`src/rtl/led_anim_pkg.sv`:
```
// Shared types and helpers for the LED animation step generator.
package led_anim_pkg;

  typedef enum logic [1:0] {IDLE, RUN, PAUSE, DONE} state_e;

  localparam int                STEP_W    = 5;
  localparam logic [STEP_W-1:0] STEP_LAST = 5'd31;

  // Frame period in clock cycles for a given speed setting.
  function automatic int speed_div(int base, logic [1:0] spd);
    return base >> spd;
  endfunction

endpackage

```
`src/rtl/led_anim_sequencer_if.sv`:
```
// Control/status bundle between a playback controller and the sequencer.
// The bounce input exists only when LED_ANIM_PINGPONG_EN is defined.
interface led_anim_sequencer_if;
  import led_anim_pkg::*;

  logic              start;
  logic              stop;
  logic              pause;
  logic              oneshot;
  logic [1:0]        speed;
`ifdef LED_ANIM_PINGPONG_EN
  logic              bounce;
`endif
  logic [STEP_W-1:0] step;
  logic              step_tick;
  logic              busy;
  logic              done;

  modport master (
    output start, stop, pause, oneshot, speed,
`ifdef LED_ANIM_PINGPONG_EN
    output bounce,
`endif
    input  step, step_tick, busy, done
  );

  modport slave (
    input  start, stop, pause, oneshot, speed,
`ifdef LED_ANIM_PINGPONG_EN
    input  bounce,
`endif
    output step, step_tick, busy, done
  );

endinterface

```
`src/rtl/led_anim_prescaler.sv`:
```
// Frame-rate prescaler: counts while enabled, flags the last cycle of a period.
module led_anim_prescaler #(
  parameter int DIV_W = 24
) (
  input  logic             clk,
  input  logic             rst,
  input  logic             clr,
  input  logic             en,
  input  logic [DIV_W-1:0] div,
  output logic             term
);

  logic [DIV_W-1:0] r_cnt;

  // ">=" so a shorter period chosen mid-count terminates right away.
  assign term = en && (r_cnt >= div - DIV_W'(1));

  always_ff @(posedge clk) begin
    if (rst || clr)
      r_cnt <= '0;
    else if (en)
      r_cnt <= term ? '0 : r_cnt + DIV_W'(1);
  end

endmodule

```
`src/rtl/led_anim_sequencer.sv`:
```
// Frame-index sequencer for the 7-segment animation path (start/stop/pause,
// loop or one-shot). Define LED_ANIM_PINGPONG_EN for up/down bounce playback.
module led_anim_sequencer
  import led_anim_pkg::*;
#(
  parameter int BASE_DIV = 12_500_000,
  parameter int DIV_W    = 24
) (
  input  logic                 clk,
  input  logic                 rst,
  led_anim_sequencer_if.slave  bus
);

  state_e            r_state, w_nxt_state;
  logic [STEP_W-1:0] r_step, w_nxt_step, w_adv_step;
  logic              r_tick, w_nxt_tick;
  logic              r_busy, r_done;
  logic              r_os, w_nxt_os;
  logic              w_adv_done;
  logic [DIV_W-1:0]  w_div;
  logic              w_clr, w_en, w_term;
`ifdef LED_ANIM_PINGPONG_EN
  logic              r_dir, w_nxt_dir, w_adv_dir;  // 0 = counting up
  logic              r_bounce, w_nxt_bounce;
`endif

  assign w_div = DIV_W'(speed_div(BASE_DIV, bus.speed));
  assign w_clr = bus.stop | bus.start;
  // Prescaler gated off when pausing so a coincident terminal is dropped.
  assign w_en  = (r_state == RUN) && !bus.stop && !bus.start && !bus.pause;

  led_anim_prescaler #(.DIV_W(DIV_W)) u_presc (
    .clk  (clk),
    .rst  (rst),
    .clr  (w_clr),
    .en   (w_en),
    .div  (w_div),
    .term (w_term)
  );

  // Where the step goes on a terminal count, and whether playback ends there.
  always_comb begin
    w_adv_done = 1'b0;
    w_adv_step = r_step + STEP_W'(1);
`ifdef LED_ANIM_PINGPONG_EN
    w_adv_dir  = r_dir;
    if (r_bounce) begin
      if (r_dir) begin
        if (r_step == '0) begin
          w_adv_done = r_os;
          w_adv_dir  = 1'b0;
          w_adv_step = STEP_W'(1);
        end else begin
          w_adv_step = r_step - STEP_W'(1);
        end
      end else if (r_step == STEP_LAST) begin
        w_adv_dir  = 1'b1;
        w_adv_step = STEP_LAST - STEP_W'(1);
      end
    end else if (r_os && r_step == STEP_LAST) begin
      w_adv_done = 1'b1;
    end
`else
    if (r_os && r_step == STEP_LAST)
      w_adv_done = 1'b1;
`endif
  end

  always_comb begin
    w_nxt_state  = r_state;
    w_nxt_step   = r_step;
    w_nxt_tick   = 1'b0;
    w_nxt_os     = r_os;
`ifdef LED_ANIM_PINGPONG_EN
    w_nxt_dir    = r_dir;
    w_nxt_bounce = r_bounce;
`endif
    if (bus.stop) begin
      w_nxt_state = IDLE;
      w_nxt_step  = '0;
`ifdef LED_ANIM_PINGPONG_EN
      w_nxt_dir   = 1'b0;
`endif
    end else if (bus.start) begin
      w_nxt_state  = RUN;
      w_nxt_step   = '0;
      w_nxt_os     = bus.oneshot;
`ifdef LED_ANIM_PINGPONG_EN
      w_nxt_dir    = 1'b0;
      w_nxt_bounce = bus.bounce;
`endif
    end else begin
      case (r_state)
        IDLE:  w_nxt_step = '0;
        RUN: begin
          if (bus.pause) begin
            w_nxt_state = PAUSE;
          end else if (w_term) begin
            if (w_adv_done) begin
              w_nxt_state = DONE;
            end else begin
              w_nxt_step = w_adv_step;
              w_nxt_tick = 1'b1;
`ifdef LED_ANIM_PINGPONG_EN
              w_nxt_dir  = w_adv_dir;
`endif
            end
          end
        end
        PAUSE: if (!bus.pause) w_nxt_state = RUN;
        DONE:  ;
        default: w_nxt_state = IDLE;
      endcase
    end
  end

  always_ff @(posedge clk) begin
    if (rst) r_state <= IDLE;
    else     r_state <= w_nxt_state;
  end

  always_ff @(posedge clk) begin
    if (rst) begin
      r_step   <= '0;
      r_tick   <= 1'b0;
      r_busy   <= 1'b0;
      r_done   <= 1'b0;
      r_os     <= 1'b0;
`ifdef LED_ANIM_PINGPONG_EN
      r_dir    <= 1'b0;
      r_bounce <= 1'b0;
`endif
    end else begin
      r_step   <= w_nxt_step;
      r_tick   <= w_nxt_tick;
      r_busy   <= (w_nxt_state == RUN) || (w_nxt_state == PAUSE);
      r_done   <= (w_nxt_state == DONE);
      r_os     <= w_nxt_os;
`ifdef LED_ANIM_PINGPONG_EN
      r_dir    <= w_nxt_dir;
      r_bounce <= w_nxt_bounce;
`endif
    end
  end

  assign bus.step      = r_step;
  assign bus.step_tick = r_tick;
  assign bus.busy      = r_busy;
  assign bus.done      = r_done;

endmodule

```
`src/flat_wrapper.sv`:
```
// flat-port wrapper written by rule: the top's interface ports become plain ports
module led_anim_sequencer_flat import led_anim_pkg::*;
#(
  parameter int BASE_DIV = 12_500_000,
  parameter int DIV_W    = 24
)
  (clk, rst, bus_start, bus_stop, bus_pause, bus_oneshot, bus_speed, bus_step, bus_step_tick, bus_busy, bus_done);
  led_anim_sequencer_if bus_i ();
  input  logic clk;
  input  logic rst;
  input wire logic [$bits(bus_i.start)-1:0] bus_start;
  input wire logic [$bits(bus_i.stop)-1:0] bus_stop;
  input wire logic [$bits(bus_i.pause)-1:0] bus_pause;
  input wire logic [$bits(bus_i.oneshot)-1:0] bus_oneshot;
  input wire logic [$bits(bus_i.speed)-1:0] bus_speed;
  output wire logic [$bits(bus_i.step)-1:0] bus_step;
  output wire logic [$bits(bus_i.step_tick)-1:0] bus_step_tick;
  output wire logic [$bits(bus_i.busy)-1:0] bus_busy;
  output wire logic [$bits(bus_i.done)-1:0] bus_done;
  assign bus_i.start = bus_start;
  assign bus_i.stop = bus_stop;
  assign bus_i.pause = bus_pause;
  assign bus_i.oneshot = bus_oneshot;
  assign bus_i.speed = bus_speed;
  assign bus_step = bus_i.step;
  assign bus_step_tick = bus_i.step_tick;
  assign bus_busy = bus_i.busy;
  assign bus_done = bus_i.done;
  led_anim_sequencer #(.BASE_DIV(BASE_DIV), .DIV_W(DIV_W)) u_core (.clk(clk), .rst(rst), .bus(bus_i));
endmodule
```
`config.mk`:
```
export PLATFORM = sky130hd
export DESIGN_NAME = led_anim_sequencer_flat
export DESIGN_NICKNAME = d
export VERILOG_FILES = /design/src/rtl/led_anim_pkg.sv /design/src/rtl/led_anim_sequencer_if.sv /design/src/rtl/led_anim_prescaler.sv /design/src/rtl/led_anim_sequencer.sv /design/src/flat_wrapper.sv
export SDC_FILE = /design/constraint.sdc
export NUM_CORES = 1
export LEC_CHECK = 0
export BUFFER_PORTS_ARGS = -buffer_cell sky130_fd_sc_hd__buf_2
export CAP_MARGIN = 20
export CORE_MARGIN = 3
export CORE_UTILIZATION = 48
export CTS_CLUSTER_SIZE = 20
export DETAILED_ROUTE_END_ITERATION = 10
export PLACE_DENSITY = 0.67
export RECOVER_POWER = 25
export SLEW_MARGIN = 20
export SYNTH_ARGS = -nofsm -noshare
export SYNTH_HDL_FRONTEND = slang
export SYNTH_SLANG_ARGS = --single-unit
```
`constraint.sdc`:
```
create_clock -name clk -period 3.4 [get_ports clk]
set_clock_uncertainty 0.2 [all_clocks]
set_input_delay 0.17 -clock clk [delete_from_list [all_inputs] [get_ports clk]]
set_output_delay 0.17 -clock clk [all_outputs]
set_load 0.005 [all_outputs]
```
# Word level (Yosys, flattened, before mapping)
# Index checks and enable logic that the tools add are counted.
# classes
addsub	3
bitwise_logic	4
muxes	14
reduce_logical	16
magnitude_cmp	1
shift	1
n_eq_ne	9
# ops
cell	count
24-bit by 1-bit adder with 24-bit output, second input constant	1
24-bit >= comparator	1
24-bit two-way mux	1
24-bit by 2-bit right shift with 24-bit output, first input constant	1
24-bit by 1-bit subtractor with 24-bit output, second input constant	1
5-bit two-way mux	3
2-bit two-way mux	6
5-bit case mux with 2 select lines	1
2-bit == test, second input constant	3
2-bit != test, second input constant	3
6-bit OR reduction	1
5-bit by 1-bit adder with 5-bit output, second input constant	1
5-bit == test, second input constant	1
1-bit logical AND	5
2-bit by 1-bit == test with 1-bit output, second input constant	2
2-bit case mux with 2 select lines	1
4-bit AND reduction	1
1-bit zero test	3
1-bit inverter	3
3-bit OR reduction	1
2-bit zero test	1
1-bit logical OR	2
1-bit two-way mux	2
2-bit AND reduction	1
other kinds (2)	2
# totals
out_inout_bits	8
in_bits	8
regBits	35

# Depth between registers and ports, before layout
# Gate-level depths: netlist of run 1.
# depth
depth_word	12
ltp_mapped	14
depth_no_buf	13

# Cells and area by module
# A second synthesis of run 1 with hierarchy kept.
# hier_totals
hier_cells	331
hier_area_um2	2768.9
# by_module_without_submodules
module	cells_each	seq_area_each_um2	area_each_um2	instances
led_anim_prescaler	254	480.5	2103.3	1
led_anim_sequencer	77	220.2	665.6	1

# Worst setup path before layout of run 1
# OpenSTA, ideal clock, no wires.
# synth_timing
path_type	input port to flip-flop
startpoint	in bus_speed[1]
endpoint	reg u_core.r_busy, in the netlist u_core.bus.busy
arrival_time_ns	2.440
required_time_ns	3.086
stages	12
setup_time_ns	0.114
slack_ns	0.647
path_cell_list	inv_1 -> nand2_1 -> ha_1 -> and3_1 -> nand2_1 -> nor4_4 -> o211ai_4 -> a21oi_2 -> buf_6 -> o2bb2ai_1 -> ha_1 -> nor2b_1
# synth_between
elab_chain_cells	11
word_cells_on_any_way	12
classes_between	1 x add/sub; 1 x order compare; 2 x eq/ne; 1 x shift; 5 x mux; 2 x reduce/logical
# synth_rtl
item	line_no	text
start, declared	flat_wrapper.sv:15	input wire logic [$bits(bus_i.speed)-1:0] bus_speed;
24-bit by 2-bit right shift with 24-bit output *	led_anim_pkg.sv:11	return base >> spd;
24-bit by 1-bit subtractor with 24-bit output *	led_anim_prescaler.sv:16	assign term = en && (r_cnt >= div - DIV_W'(1));
24-bit >= comparator *	led_anim_prescaler.sv:16	
1-bit logical AND *	led_anim_prescaler.sv:16	
2-bit two-way mux *	led_anim_sequencer.sv:98	end else if (w_term) begin
2-bit two-way mux *	led_anim_sequencer.sv:96	if (bus.pause) begin
2-bit case mux with 2 select lines *	led_anim_sequencer.sv:93	case (r_state)
2-bit two-way mux *	led_anim_sequencer.sv:84	end else if (bus.start) begin
2-bit two-way mux *	led_anim_sequencer.sv:78	if (bus.stop) begin
net u_core.w_nxt_state[0]	led_anim_sequencer.sv:14	state_e r_state, w_nxt_state;
2-bit by 1-bit == test with 1-bit output / 2-bit == test (equally long branches)	led_anim_sequencer.sv:136	r_busy <= (w_nxt_state == RUN) || (w_nxt_state == PAUSE);
1-bit logical OR *	led_anim_sequencer.sv:136	
end signal, assigned	led_anim_sequencer.sv:136	
end, declared	led_anim_sequencer.sv:17	logic r_busy, r_done;
# The timed path passes the listed nets; every way through them passes the cells marked *.
# A chain may end at the register's enable or synchronous reset.

# Worst setup path in the final report of run 1
# layout_timing
startpoint	reg u_core.u_presc.r_cnt[17]
endpoint	reg u_core.r_busy, in the netlist u_core.bus.busy
# layout_between
elab_chain_cells	9
word_cells_on_any_way	10
classes_between	1 x order compare; 2 x eq/ne; 5 x mux; 2 x reduce/logical
# layout_rtl
item	line_no	text
start, declared	led_anim_prescaler.sv:13	logic [DIV_W-1:0] r_cnt;
start signal, assigned	led_anim_prescaler.sv:22	r_cnt <= term ? '0 : r_cnt + DIV_W'(1);
24-bit >= comparator *	led_anim_prescaler.sv:16	
1-bit logical AND *	led_anim_prescaler.sv:16	
2-bit two-way mux *	led_anim_sequencer.sv:98	
2-bit two-way mux *	led_anim_sequencer.sv:96	
2-bit case mux with 2 select lines *	led_anim_sequencer.sv:93	
2-bit two-way mux *	led_anim_sequencer.sv:84	
2-bit two-way mux *	led_anim_sequencer.sv:78	
net u_core.w_nxt_state[1]	led_anim_sequencer.sv:14	
2-bit by 1-bit == test with 1-bit output / 2-bit == test (equally long branches)	led_anim_sequencer.sv:136	
1-bit logical OR *	led_anim_sequencer.sv:136	
# Marked as above.

==> impl_results.md, run 1 <==
* Status: completed
* Total power draw at 0.000765 W
* CTS tree: built
* Clk root buf: clkbuf_8
* Avg Cell Area, Syn at 8.88 µm²
* DRT Pass-1 Iters at 4
* Final TNS setup at 0 ns
* Final instance area at 2660 µm²
* CP Data Arrival Time at 2.90 ns
* CP Data Required Time at 3.39 ns
* CTS sink count at 35
* WHS at 0.0331 ns
* Clk_lat worst skew at 0.29 ns
* CTS clk-pin slew, worst paths at 0.07 ns
* Fraction of layout cells with a size suffix above 1 at 16.9%
* Vias in the first global route at 1906
* Max Slew Vio Count at 0
* Num rows at 25
* Post-CTS setup repair buffer count at 0
* Detail Route Antenna Nets at 0
* Most area-hungry cell type in the Yosys netlist: dfxtp_1
* Area growth syn-to-layout at 10.3%
* Initial core utilization at 50.5%
* VDD IR max at 0.262 mV
* Layout fillers at 469
* Final core area utilization at 55.7%
* Die W at 76.9 µm
* Tmin final at 2.91 ns
* Residual DRC at 0
* Setup violators final at 0
* Crit path max fanout at 9
* Cells after Synth at 272
* Global-route wire length before repair at 8750 µm
* Post-synth EDFFs at 0
* Wire per inst at 13.6 µm
* Synth top area cells: dfxtp_1 (29%), ha_1 (14%), nor3_2 (7.9%), nand2_1 (5.3%), xor2_1 (4.7%)
* IO Port Bufs at 15
* IO Pins at 16
* Post-synthesis sequential area ratio at 29.0%
* Pleak at 1.04 nW
* Synthesis warning total at 0
* Top_reg_cell synth: dfxtp_1
* Largest net degree at the start of global routing at 26
* Synth async-reset ratio at 0%
* H-tree levels at 2
* Routed vias/inst at 5.43
* Diodes inserted at 0
* Vias at 1967
* Worst Setup Start Kind: register
* CTS Buf Count at 5
* Final Net Count at 329
* Register area at 701 µm²
* Drt total wl at 4940 µm
* Worst Max-Slew Pin Slew at 0.619 ns
* Initial antenna violation count at 0
* Max Buffers Root-to-Sink at 2
* Max_slew headroom at 58.7%
* Drt initial violations at 55
* Area of the multi-input gates at 1630 µm²
* Yosys reg bits at 35
* Die Y at 76.9 µm
* Die Area at 5920 µm²
* Worst Hold Class: in2reg
* RSZ-0062 raised after global routing: no
* DPL Wire Length at 3770 µm
* Setup crit end kind: register
* Max cap viols at 0
* Leading cell types by count after synthesis: dfxtp_1 (35), nand2_1 (34), ha_1 (27), nor3_2 (19), a21oi_1 (16)
* Period utilization at 85.7%
* Placer Congestion at 0.842
* Hold Vio Cnt, Final at 0
* Post-synthesis cell type count at 43
* Crit path kind: reg2reg
* Power Dens Cells at 287 nW/µm²
* Mapped Area at 2420 µm²
* GR Overflow Total at 0
* Yosys top cell area share at 29.0%
* All-Layer GR Usage at 18.3%
* Total core area at 4790 µm²
* Count leader, synth: dfxtp_1
* Area after DPL at 2550 µm²
* Highest Clock Rate at 343 MHz
worst max-delay path, stage by stage, from the launching register on:
cell and delay (ns):
dfxtp_1 0.35, ha_1 0.30, a21oi_1 0.16, o21bai_1 0.08, maj3_2 0.33, a221oi_4 0.50, a211oi_1 0.18, o311a_1 0.32
ha_1 0.26, nor2b_1 0.12
final cells by class:
cell class / count / share of cell area (%)
inverter: 14 / 1.97
timing repair buffer: 20 / 4.42
multi-input combinational: 218 / 61.1
clock buffer: 7 / 2.87
sequential: 35 / 26.3
tap: 67 / 3.15
clock inverter: 1 / 0.188
what timing repair did:
item / 4_1_cts / 5_1_grt
hold buffers: 3 / 0
gates resized for setup: 0 / 0
endpoints found under the hold margin: 3 / 0
stage by stage:
step | setup WS [ns] | std cells
after global routing | 0.333 | 362
after global placement | 0.389 | 351
after CTS | 0.508 | 362
final | 0.486 | 362
after detailed placement | 0.337 | 351
after floorplan | 0.647 | 273
routing by layer:
metal,vias to the layer above,routed length [µm],share of wire [%],GRT usage (%)
li1,1008,-,-,-
met2,36,2420,49,31.7
met5,-,0,0,0
met3,14,157,3.2,3.99
met4,0,138,2.8,8.51
met1,909,2220,45,21.2
placed cells by master, fill, tap and decap left out, types with 5 or more instances in the layout:
master	count
a21oi_1	16
and3_1	7
buf_2	13
clkbuf_8	5
dfxtp_1	35
ha_1	27
inv_1	13
mux2i_1	6
nand2_1	34
nand3_1	13
nand4_1	8
nor2_1	15
nor3_1	7
nor3_2	19
xnor2_1	9
xor2_1	13
sequential cells by signal, indices dropped and copies added (netlist names):
register	flops
u_core.bus.done	1
u_core.bus.step	5
u_core.bus.step_tick	1
u_core.bus.busy	1
u_core.r_os	1
u_core.r_state	2
u_core.u_presc.r_cnt	24
logic make-up (layout without fill, tap and decap cells):
kind of cell             Yosys count  in the layout  synth area share (%)
AND/OR/NAND/NOR                  122            122                  30.6
XOR/XNOR                          22             22                  7.98
adder cells (fa/ha/maj)           28             28                  14.4
flip-flops                        35             35                  29.0
multiplexers                       6              6                  2.49
other                              2              3                 0.311
AO/OA/AOI/OAI                     37             37                  11.4
buffers and inverters             20             42                  3.78
final timing paths:
kind / start / endpoint / slack [ns] / cells past startpoint
setup / recovery: u_core.u_presc.r_cnt[17] / u_core.bus.busy / 0.49 / 9
hold / removal: bus_pause / u_core.r_state[1] / 0.03 / 2
setup reg to reg: u_core.u_presc.r_cnt[17] / u_core.bus.busy / 0.49 / 9
hold reg to reg: u_core.u_presc.r_cnt[1] / u_core.u_presc.r_cnt[1] / 0.28 / 2
report_power, final:
group / internal, W / leakage [nW] / total [W] / switching (W)
clock: 0.000144 / 0.0422 / 0.000295 / 0.000151
sequential: 0.000411 / 0.282 / 0.000412 / 0.00000111
combinational: 0.0000211 / 0.712 / 0.0000573 / 0.0000362
total: 0.000576 / 1.04 / 0.000765 / 0.000188
Note: power is estimated with default switching activity, not from simulation.
==> run 2: changes to the inputs <==
==> constraint.sdc (replaced) <==
create_clock -name clk -period 3.2 [get_ports clk]
set_clock_uncertainty 0.2 [all_clocks]
set_input_delay 0.16 -clock clk [delete_from_list [all_inputs] [get_ports clk]]
set_output_delay 0.16 -clock clk [all_outputs]
set_load 0.01 [all_outputs]
==> run 2 against run 1 <==
Critical path depth stayed put. Power increased by 6.4%. Flip-flop and latch count stayed put. Register-to-register slack got worse by 0.08 ns.
==> impl_results.md, run 2 (synthesized netlist as in run 1, its figures left out) <==
* Status: completed
* Setup crit end kind: register
* CP Data Required Time at 3.19 ns
* Residual DRC at 0
* Fin worst setup slack at 0.410 ns
* Fraction of layout cells with a size suffix above 1 at 15.5%
* FF-to-FF Start: u_core.u_presc.r_cnt[17]
* Combinational power share at 7.4%
* Vias at 1929
* Initial antenna violation count at 0
* CP Launch Point: u_core.u_presc.r_cnt[17]
* Final TNS setup at 0 ns
* CTS tree: built
* Total power draw at 0.000813 W
* WHS at 0.0199 ns
* Tmin final at 2.79 ns
* Final Net Count at 331
* Die W at 76.9 µm
* Max Slew Vio Count at 0
* Drt initial violations at 72
* Buf/Inv on CP at 0
* Crit path max fanout at 5
* Share of total power in the clock network at 38.8%
* Pleak at 1.02 nW
* RSZ-0062 raised after global routing: no
* Highest Clock Rate at 358 MHz
* Diodes inserted at 0
* Commonest cells after routing, fill and taps aside: dfxtp_1 (35), nand2_1 (34), ha_1 (27)
* Worst R2R End: u_core.bus.busy
* IO Pins at 16
* P_int at 0.000612 W
* Pre-CTS setup slack at 0.193 ns
* Setup violators final at 0
* Worst Max-Slew Pin Slew at 0.647 ns
* Area growth syn-to-layout at 10.6%
* DPL Wire Length at 3580 µm
* Wire per inst at 12.9 µm
* Layout fillers at 451
* Largest net degree at the start of global routing at 26
* Detail Route Antenna Nets at 0
* Total core area at 4790 µm²
* Num rows at 25
* Largest Register: u_core.u_presc.r_cnt
* Max Buffers Root-to-Sink at 2
* Power Dens Cells at 304 nW/µm²
* Max cap viols at 0
* Worst-path cell with the longest stage delay: a221oi_4
* DRT Pass-1 Iters at 4
* CP cell instances: ha_1, a21oi_1, o21bai_1, maj3_2, a221oi_4, a211oi_1, o311a_1, ha_1, nor2b_1
* Critical path destination: u_core.bus.busy
* CTS Buf Count at 5
* Worst Setup Start Kind: register
* Drt total wl at 4700 µm
* Crit path kind: reg2reg
* H-tree levels at 2
* Clk root buf: clkbuf_8
* All-Layer GR Usage at 17.2%
* Largest delay share family, worst path: compound AO/OA/AOI/OAI gates
* Vias in the first global route at 1867
* R2R cell count at 9
* Die Area at 5920 µm²
* CTS clk-pin slew, worst paths at 0.07 ns
* Post-CTS Resized at 0
* CP peak stage delay at 0.40 ns
* Most common cell on crit path: ha_1
* Die Y at 76.9 µm
* GR Overflow Total at 0
* Placer Congestion at 0.848
* VDD IR max at 0.285 mV
* Worst Hold Class: in2reg
* Global-route wire length before repair at 8270 µm
* Worst path depth at 9
* Hold buffers post-CTS at 3
* Routed vias/inst at 5.30
* R2R Setup Slk at 0.41 ns
* Max_slew headroom at 56.9%
* Largest register FFs at 24
* Hold Vio Cnt, Final at 0
* CTS sink count at 35
* Seq pwr share at 53.8%
* IO Port Bufs at 15
* Switch Pwr at 0.000202 W
* Post-CTS setup repair buffer count at 0
* Period utilization at 87.2%
* Sw frac at 24.8%
* Commonest non-fill, non-tap cell in the layout: dfxtp_1
* Initial core utilization at 50.5%
* Clk_lat worst skew at 0.29 ns
* CP Data Arrival Time at 2.78 ns
run 2: cell count changes in the layout (fill, tap and decap cells not counted):
cell      delta
buf_2        -6
clkbuf_1     +6
buf_4        +2
run 2: layer usage:
metal	up-vias	share of wire, %	track usage [%]	wire [µm]
li1	1007	-	-	-
met1	892	46	20.1	2180
met4	0	1.5	6.52	72
met5	-	0	0	0
met3	7	2.9	3.87	134
met2	23	49	30.4	2310
run 2: power by group through the flow:
stage | clock network [W] | registers, W | logic, W
3_5_place_dp | 0 | 0.000448 | 0.0000571
3_3_place_gp | 0 | 0.000448 | 0.0000564
4_1_cts | 0.000324 | 0.000438 | 0.0000602
2_1_floorplan | 0 | 0.000448 | 0.0000376
5_1_grt | 0.000344 | 0.000438 | 0.0000683
6_report | 0.000316 | 0.000438 | 0.0000600
run 2: layout make-up:
class / instances / area [µm²] / area share, %
Clock buffer: 7 / 76.3 / 2.86
Clock inverter: 1 / 5.00 / 0.187
Inverter: 14 / 52.6 / 1.97
Multi-Input combinational cell: 218 / 1630 / 60.9
Sequential cell: 35 / 701 / 26.2
Tap cell: 67 / 83.8 / 3.14
Timing Repair Buffer: 22 / 125 / 4.68
run 2: through the flow:
| step | instances | util [%] | cell area (µm²) |
|---|---|---|---|
| 2_1_floorplan | 273 | - | 2420 |
| 3_3_place_gp | 353 | 53.7 | 2570 |
| 3_5_place_dp | 353 | 53.7 | 2570 |
| 4_1_cts | 364 | 56.0 | 2680 |
| 5_1_grt | 364 | 55.8 | 2670 |
| 6_report | 364 | 55.8 | 2670 |
run 2: worst min path at each step:
stage | start | end | slack, ns | depth (start not counted)
final | bus_pause | u_core.r_state[1] | 0.02 | 2
after global routing | bus_pause | u_core.r_state[1] | 0.04 | 2
after CTS | bus_pause | u_core.r_state[1] | 0.009 | 2
after detailed placement | bus_oneshot | u_core.r_os | 0.21 | 3
after global placement | bus_oneshot | u_core.r_os | 0.20 | 3
after floorplan | rst | u_core.bus.busy | 0.03 | 1
